[config.mk]
export PLATFORM = sky130hd
export DESIGN_NAME = grid_vga_display
export DESIGN_NICKNAME = d
export VERILOG_FILES = /design/src/rtl/grid_vga_display_pkg.sv /design/src/rtl/grid_vga_display_timing.sv /design/src/rtl/grid_vga_display.sv
export SDC_FILE = /design/constraint.sdc
export NUM_CORES = 1
export LEC_CHECK = 0
export BUFFER_PORTS_ARGS = -buffer_cell sky130_fd_sc_hd__buf_2
export CAP_MARGIN = 5
export CORE_MARGIN = 2
export CORE_UTILIZATION = 45
export DETAILED_ROUTE_END_ITERATION = 10
export PLACE_DENSITY_LB_ADDON = 0.1
export SLEW_MARGIN = 15
export SYNTH_ARGS = -nofsm -noshare
export SYNTH_HDL_FRONTEND = slang
export SYNTH_SLANG_ARGS = --single-unit
[constraint.sdc]
create_clock -name clk -period 3.7 [get_ports clk]
set_input_delay 0.74 -clock clk [delete_from_list [all_inputs] [get_ports clk]]
set_output_delay 0.74 -clock clk [all_outputs]
set_load 0.03 [all_outputs]
[src/rtl/grid_vga_display_pkg.sv]
// Raster timing constants, grid geometry and colour defaults shared by the
// grid VGA display and its timing generator.
package grid_vga_display_pkg;

  localparam int H_VIS   = 640;
  localparam int H_FP    = 16;
  localparam int H_SYNC  = 96;
  localparam int H_BP    = 48;
  localparam int H_TOTAL = H_VIS + H_FP + H_SYNC + H_BP;

  localparam int V_VIS   = 480;
  localparam int V_FP    = 10;
  localparam int V_SYNC  = 2;
  localparam int V_BP    = 33;
  localparam int V_TOTAL = V_VIS + V_FP + V_SYNC + V_BP;

  localparam int GRID_W  = 16;
  localparam int GRID_H  = 16;
  localparam int CNT_W   = 10;

  typedef logic [11:0] rgb_t;

  localparam rgb_t FILL_COLOR  = 12'hF80;
  localparam rgb_t EMPTY_COLOR = 12'h111;
  localparam rgb_t LINE_COLOR  = 12'h444;

  // True when lo <= x < lo+len; the counter is zero-extended so the compare is never negative.
  function automatic logic in_window(input logic [CNT_W-1:0] x, input int lo, input int len);
    int xi;
    xi = int'(x);
    return (xi >= lo) && (xi < lo + len);
  endfunction

endpackage

[src/rtl/grid_vga_display_timing.sv]
// Pixel-tick divider plus horizontal/vertical raster counters with raw
// active-low syncs and a visible-area flag, all derived from the current count.
module grid_vga_display_timing
  import grid_vga_display_pkg::*;
#(
  parameter int CLK_DIV    = 4,
  parameter int H_ACTIVE   = H_VIS,
  parameter int H_FRONT    = H_FP,
  parameter int H_SYNC_LEN = H_SYNC,
  parameter int H_BACK     = H_BP,
  parameter int V_ACTIVE   = V_VIS,
  parameter int V_FRONT    = V_FP,
  parameter int V_SYNC_LEN = V_SYNC,
  parameter int V_BACK     = V_BP
) (
  input  logic             clk,
  input  logic             reset,
  output logic             tick,
  output logic [CNT_W-1:0] h,
  output logic [CNT_W-1:0] v,
  output logic             hs_raw,
  output logic             vs_raw,
  output logic             visible
);

  localparam int DIV_W = (CLK_DIV > 1) ? $clog2(CLK_DIV) : 1;
  localparam int H_TOT = H_ACTIVE + H_FRONT + H_SYNC_LEN + H_BACK;
  localparam int V_TOT = V_ACTIVE + V_FRONT + V_SYNC_LEN + V_BACK;

  logic [DIV_W-1:0] div;

  assign tick = (div == DIV_W'(CLK_DIV - 1));

  always_ff @(posedge clk) begin
    if (!reset)    div <= '0;
    else if (tick) div <= '0;
    else           div <= div + 1'b1;
  end

  // Counters move only on tick, so a reset always restarts the raster at (0,0).
  always_ff @(posedge clk) begin
    if (!reset) begin
      h <= '0;
      v <= '0;
    end else if (tick) begin
      if (h == CNT_W'(H_TOT - 1)) begin
        h <= '0;
        v <= (v == CNT_W'(V_TOT - 1)) ? '0 : v + 1'b1;
      end else begin
        h <= h + 1'b1;
      end
    end
  end

  assign hs_raw  = !in_window(h, H_ACTIVE + H_FRONT, H_SYNC_LEN);
  assign vs_raw  = !in_window(v, V_ACTIVE + V_FRONT, V_SYNC_LEN);
  assign visible = in_window(h, 0, H_ACTIVE) && in_window(v, 0, V_ACTIVE);

endmodule

[src/rtl/grid_vga_display.sv]
// Renders a 16x16 playfield bit-vector as outlined cells on VGA, sampling the
// grid once per frame at the start of vertical blanking to avoid tearing.
module grid_vga_display
  import grid_vga_display_pkg::*;
#(
  parameter int   CLK_DIV    = 4,
  parameter int   CELL_PX    = 16,
  parameter int   X0         = 192,
  parameter int   Y0         = 112,
  parameter rgb_t FILL_RGB   = FILL_COLOR,
  parameter rgb_t EMPTY_RGB  = EMPTY_COLOR,
  parameter rgb_t LINE_RGB   = LINE_COLOR,
  parameter int   H_ACTIVE   = H_VIS,
  parameter int   H_FRONT    = H_FP,
  parameter int   H_SYNC_LEN = H_SYNC,
  parameter int   H_BACK     = H_BP,
  parameter int   V_ACTIVE   = V_VIS,
  parameter int   V_FRONT    = V_FP,
  parameter int   V_SYNC_LEN = V_SYNC,
  parameter int   V_BACK     = V_BP
) (
  input  logic                       clk,
  input  logic                       reset,
  input  logic [GRID_W*GRID_H-1:0]   grid_in,
  output logic [3:0]                 vga_r,
  output logic [3:0]                 vga_g,
  output logic [3:0]                 vga_b,
  output logic                       vga_hs,
  output logic                       vga_vs,
  output logic                       frame_start
);

  localparam int CELLS   = GRID_W * GRID_H;
  localparam int CELL_SH = $clog2(CELL_PX);
  localparam int PF_W    = GRID_W * CELL_PX;
  localparam int PF_H    = GRID_H * CELL_PX;

  logic             vld_p0;
  logic [CNT_W-1:0] h_p0;
  logic [CNT_W-1:0] v_p0;
  logic             hs_p0;
  logic             vs_p0;
  logic             visible_p0;
  logic             snap_take;
  logic [CELLS-1:0] snapshot;
  rgb_t             rgb_p1;
  logic             hs_p1;
  logic             vs_p1;

  // Cell index and in-cell offset come from shifts and masks of the
  // playfield-relative position; the window test guards the wrapped subtraction.
  function automatic rgb_t cell_colour(input logic [CNT_W-1:0] h, input logic [CNT_W-1:0] v,
                                       input logic [CELLS-1:0] snap);
    logic [CNT_W-1:0]   dx;
    logic [CNT_W-1:0]   dy;
    logic [3:0]         cx;
    logic [3:0]         cy;
    logic [CELL_SH-1:0] px;
    logic [CELL_SH-1:0] py;
    rgb_t               c;
    dx = h - CNT_W'(X0);
    dy = v - CNT_W'(Y0);
    cx = 4'(dx >> CELL_SH);
    cy = 4'(dy >> CELL_SH);
    px = dx[CELL_SH-1:0];
    py = dy[CELL_SH-1:0];
    c  = '0;
    if (in_window(h, X0, PF_W) && in_window(v, Y0, PF_H)) begin
      if (px == '0 || py == '0) c = LINE_RGB;
      else if (snap[{cx, cy}])  c = FILL_RGB;
      else                      c = EMPTY_RGB;
    end
    return c;
  endfunction

  // Stage p0: raster position and tick
  grid_vga_display_timing #(
    .CLK_DIV    (CLK_DIV),
    .H_ACTIVE   (H_ACTIVE),
    .H_FRONT    (H_FRONT),
    .H_SYNC_LEN (H_SYNC_LEN),
    .H_BACK     (H_BACK),
    .V_ACTIVE   (V_ACTIVE),
    .V_FRONT    (V_FRONT),
    .V_SYNC_LEN (V_SYNC_LEN),
    .V_BACK     (V_BACK)
  ) u_timing (
    .clk     (clk),
    .reset   (reset),
    .tick    (vld_p0),
    .h       (h_p0),
    .v       (v_p0),
    .hs_raw  (hs_p0),
    .vs_raw  (vs_p0),
    .visible (visible_p0)
  );

  assign snap_take = vld_p0 && (h_p0 == '0) && (v_p0 == CNT_W'(V_ACTIVE));

  // Stage p1: registered pins, updated only on tick
  always_ff @(posedge clk) begin
    if (!reset) begin
      snapshot    <= '0;
      rgb_p1      <= '0;
      hs_p1       <= 1'b1;
      vs_p1       <= 1'b1;
      frame_start <= 1'b0;
    end else begin
      frame_start <= snap_take;
      if (snap_take) snapshot <= grid_in;
      if (vld_p0) begin
        rgb_p1 <= visible_p0 ? cell_colour(h_p0, v_p0, snapshot) : '0;
        hs_p1  <= hs_p0;
        vs_p1  <= vs_p0;
      end
    end
  end

  assign vga_r  = rgb_p1[11:8];
  assign vga_g  = rgb_p1[7:4];
  assign vga_b  = rgb_p1[3:0];
  assign vga_hs = hs_p1;
  assign vga_vs = vs_p1;

endmodule

==> results.md <==
- The flow ran to the end, and the final reports show no timing, DRC or antenna violations.
- Of the total power, the share spent switching nets is 0.2089.
- CTS built an H-tree with a depth of 1.
- The worst hold path begins at grid_in[177].
- The hold-fix buffer count after cts is 0.
- The count of antenna diodes in the layout is 0.
- The clock net sink count is 286.
- Before CTS, the worst setup slack after placement is between 0.4 and 0.5 ns.
- The floorplan step set the die width to 170.6 microns.
- The accumulated negative setup slack is 0 ns.
- The number of remaining DRC errors is 0.
- Of the post-synthesis cell area, the dominant cell type holds 0.4583.
- The cell internal power dissipation is roughly 5200 uW.
- In the routed layout, each cell is associated on average with a via count of around 5.2.
- The commonest cells after synthesis are sky130_fd_sc_hd__nand2_1, sky130_fd_sc_hd__dfxtp_1, sky130_fd_sc_hd__a21oi_1, sky130_fd_sc_hd__clkbuf_1, sky130_fd_sc_hd__mux4_2.
- Setup repair after global routing left no endpoint under its margin.
- The final number of max-transition violations is 0.
- For this run, the register share of the synthesized area comes to 0.4583.
- The routed design could run at a clock period as short as 3.222 ns.
- The worst register-to-register path begins at u_timing.v[4].
- At the end of routability-driven placement, the weighted congestion stood at 0.8431.
- The maximum ir drop on the vdd rail is slightly above 0.3 mV.
- Of the total power, combinational logic draws 0.032.
- The clock transition at the registers of the reported paths is approximately 0.06 ns.
- The launching instance or port of the critical path is u_timing.v[4].
- The floorplan step defined a die boundary enclosing 29110 sq um.
- The count of placed standard cells including taps is about 2100.
- Clock tree synthesis inserted a total of 30 buffers.
- The critical path is of the reg2reg type.
- In this run the worst hold path is classified as in2reg.
- The buffers inserted during post-CTS setup optimization is 0.
- The power per cell area is about 440 nW/um^2.
- The count of endpoints failing hold in the final timing report is 0.
- The layout has 2566 filler cells.
- The multi-input combinational cells in the finished layout cover a total of 6147 sq um.
- The dominant cell by count in the synthesized netlist is sky130_fd_sc_hd__nand2_1.
- The endpoint type of the worst setup path is a flip-flop.
- For this block, the via count after detailed routing is 10978.
- The actual slew at the worst max-slew pin is 0.8869 ns.
- The worst clock skew is 0.01240 ns.
- The dominant synthesized flop cell is sky130_fd_sc_hd__dfxtp_1.
- The placed wire-length estimate after detailed placement is 24430 microns.
- The clock share of power is 0.500.
- The relative max-transition margin is 0.4087.
- The analysis attributes to cell leakage a power of 0.005368 uW.
- Setup slack on the critical path of the routed design comes to 0.4777 ns.
- The total congestion overflow after global routing is 0.
- The mapped netlist covers 12490 sq um.
- The count of port buffers added during placement is 269.
- The total of cells resized after clock tree synthesis is 0.
- The first global-routing pass estimated between 50000 and 60000 microns of wire.
- The required time at the endpoint of the critical path is 4.14 ns.
- The number of enable flip-flop cells after synthesis is 0.
- The count of nets left with antenna violations once routing finished came out at 0.
- TritonCTS built the clock tree.
- Of all flip-flops after synthesis, the portion carrying an async set or reset was 0.
- The die extent in y is 170.6 microns.
- The core area is ~27000 sq um.
- The number of warnings issued by yosys is 0.
- Clock tree synthesis selected as its root buffer the cell sky130_fd_sc_hd__clkbuf_16.
- The total routing usage reported by global routing is 0.2314.
- The highest clock rate is 310.3 MHz.
- The insertion delay to the later sink of the worst-skew pair is 0.56 ns.
- The count of cell types in the netlist is 53.
- The number of buffers on the longest clock path is 3.
- The share of total power dissipated in sequential elements is 0.468.
- After detailed routing, the total wire length is 34750 microns.
- Synthesis produced a netlist whose cell count is 1510.
- The number of top-level pins is 273.
- Synthesis inferred 286 register bits.
- The average wire per cell in the routed design is 16.45 microns.
- Dividing the final minimum period by the clock period gives 0.8709.
- The largest area contributor in the netlist is sky130_fd_sc_hd__dfxtp_1.
- The sequential cells in the finished layout cover a total of 5727 sq um.
- The finished layout holds ~2100 standard cells, fillers aside.
- The switching power summed over all nets is 1377 uW.
- The layout-stage area growth over the synthesis result is 20.92%.
- The initial utilization of the core area, before any placement, comes to 0.4609.
- After the first detailed-routing iteration, the DRC count stood at slightly below 700.
- Entering global routing, the biggest net connects 154 pins.
- The via count of the first global-routing pass was 10211.
- The post-layout net count is 1985.
- The synthesized area per cell is 8.273 sq um.
- The worst path arrival time is between 3 and 4 ns.
- The final number of setup-violating endpoints is 0.
- In the final layout, the share of cells above drive strength 1 is 0.2397.
- The number of antenna violations at the first check in global routing is 0.
- Sorting the synthesized cells by area gives the leading types as sky130_fd_sc_hd__dfxtp_1, sky130_fd_sc_hd__nand2_1, sky130_fd_sc_hd__a21oi_1.
- The initialized floorplan defines 60 standard-cell rows.
- The total power consumption of the routed design is 6589 uW.
- Max-cap violations in this run came to 0.
- The iteration count of the initial detailed-routing pass is 6.
- In this run the worst path has a maximum fanout of 22.
- The startpoint class of the critical path is a flip-flop.
==> final timing paths <==
check                                        to  slack, ns  cells after the start
worst max-delay path                  rgb_p1[9]       0.48                      9
worst max register to register        rgb_p1[9]       0.48                      9
worst min-delay path              snapshot[177]       0.42                      3
worst min register to register  u_timing.div[0]       0.43                      1
==> layout by cell type (no fill, tap or decap), drive strengths merged, types with 7 or more instances in the layout <==
| cell type | count |
|---|---|
| nor2b | 7 |
| dfxtp | 286 |
| nand4 | 11 |
| clkbuf | 37 |
| o21ai | 8 |
| buf | 295 |
| nand2 | 580 |
| nor2 | 35 |
| xnor2 | 11 |
| inv | 14 |
| a21oi | 264 |
| clkinv | 11 |
| mux2i | 18 |
| mux4 | 54 |
| ha | 11 |
| nand3 | 16 |
| a31oi | 9 |
| xor2 | 10 |
==> registers in the layout (all words and copies together), names as in the netlist <==
register      flops
frame_start       1
rgb_p1            5
u_timing.v       10
vga_hs            1
u_timing.h       10
vga_vs            1
snapshot        256
u_timing.div      2
==> per-layer routing <==
metal	up-vias	track usage	routed length (microns)
li1	5473	-	-
met1	5145	0.3268	16110
met2	304	0.3691	15860
met3	56	0.03285	1871
met4	0	0.06912	908
met5	-	0	0
==> kinds of logic (layout without fill, tap and decap cells) <==
logic type	Yosys count	in the layout	share of synthesized area
AO/OA/AOI/OAI	310	310	0.1341
XOR/XNOR	21	21	0.01773
adder cells (fa/ha/maj)	11	11	0.01102
buffers and inverters	137	365	0.05319
flip-flops	286	286	0.4583
multiplexers	74	74	0.1139
other	1	3	0.0003002
AND/OR/NAND/NOR	670	670	0.2114
==> power by group through the flow <==
stage	logic [uW]	registers, uW	clock network (uW)
3_3_place_gp	211	3150	0
6_report	212	3080	3290
3_5_place_dp	212	3150	0
4_1_cts	213	3080	3350
5_1_grt	232	3080	3480
2_1_floorplan	62.0	3150	0
==> layout make-up <==
class	instances	share of cell area
clock inverter	19	0.01756
multi-input combinational	1089	0.4069
clock buffer	37	0.05541
timing repair buffer	295	0.1062
inverter	14	0.003976
sequential	286	0.3791
tap	372	0.03081
==> per-stage QoR <==
stage          cell area [sq um]  utilization  hold slack [ns]
4_1_cts                    15110       0.5574           0.4030
6_report                   15110       0.5574           0.4207
5_1_grt                    15110       0.5574           0.4046
3_3_place_gp               14000       0.5167           0.4143
3_5_place_dp               14000       0.5167           0.4192
2_1_floorplan              12500            -           0.4043
==> worst max-delay path, stage by stage (launching register included) <==
cell and delay, ns:
sky130_fd_sc_hd__dfxtp_2 0.49, sky130_fd_sc_hd__ha_1 0.48, sky130_fd_sc_hd__xor2_4 0.26, sky130_fd_sc_hd__buf_4 0.39, sky130_fd_sc_hd__mux4_2 0.54, sky130_fd_sc_hd__mux2i_1 0.19, sky130_fd_sc_hd__o311ai_0 0.14, sky130_fd_sc_hd__o211ai_1 0.33
sky130_fd_sc_hd__and2_1 0.21, sky130_fd_sc_hd__o21ai_1 0.07
Note: power is estimated with default switching activity, not from simulation.
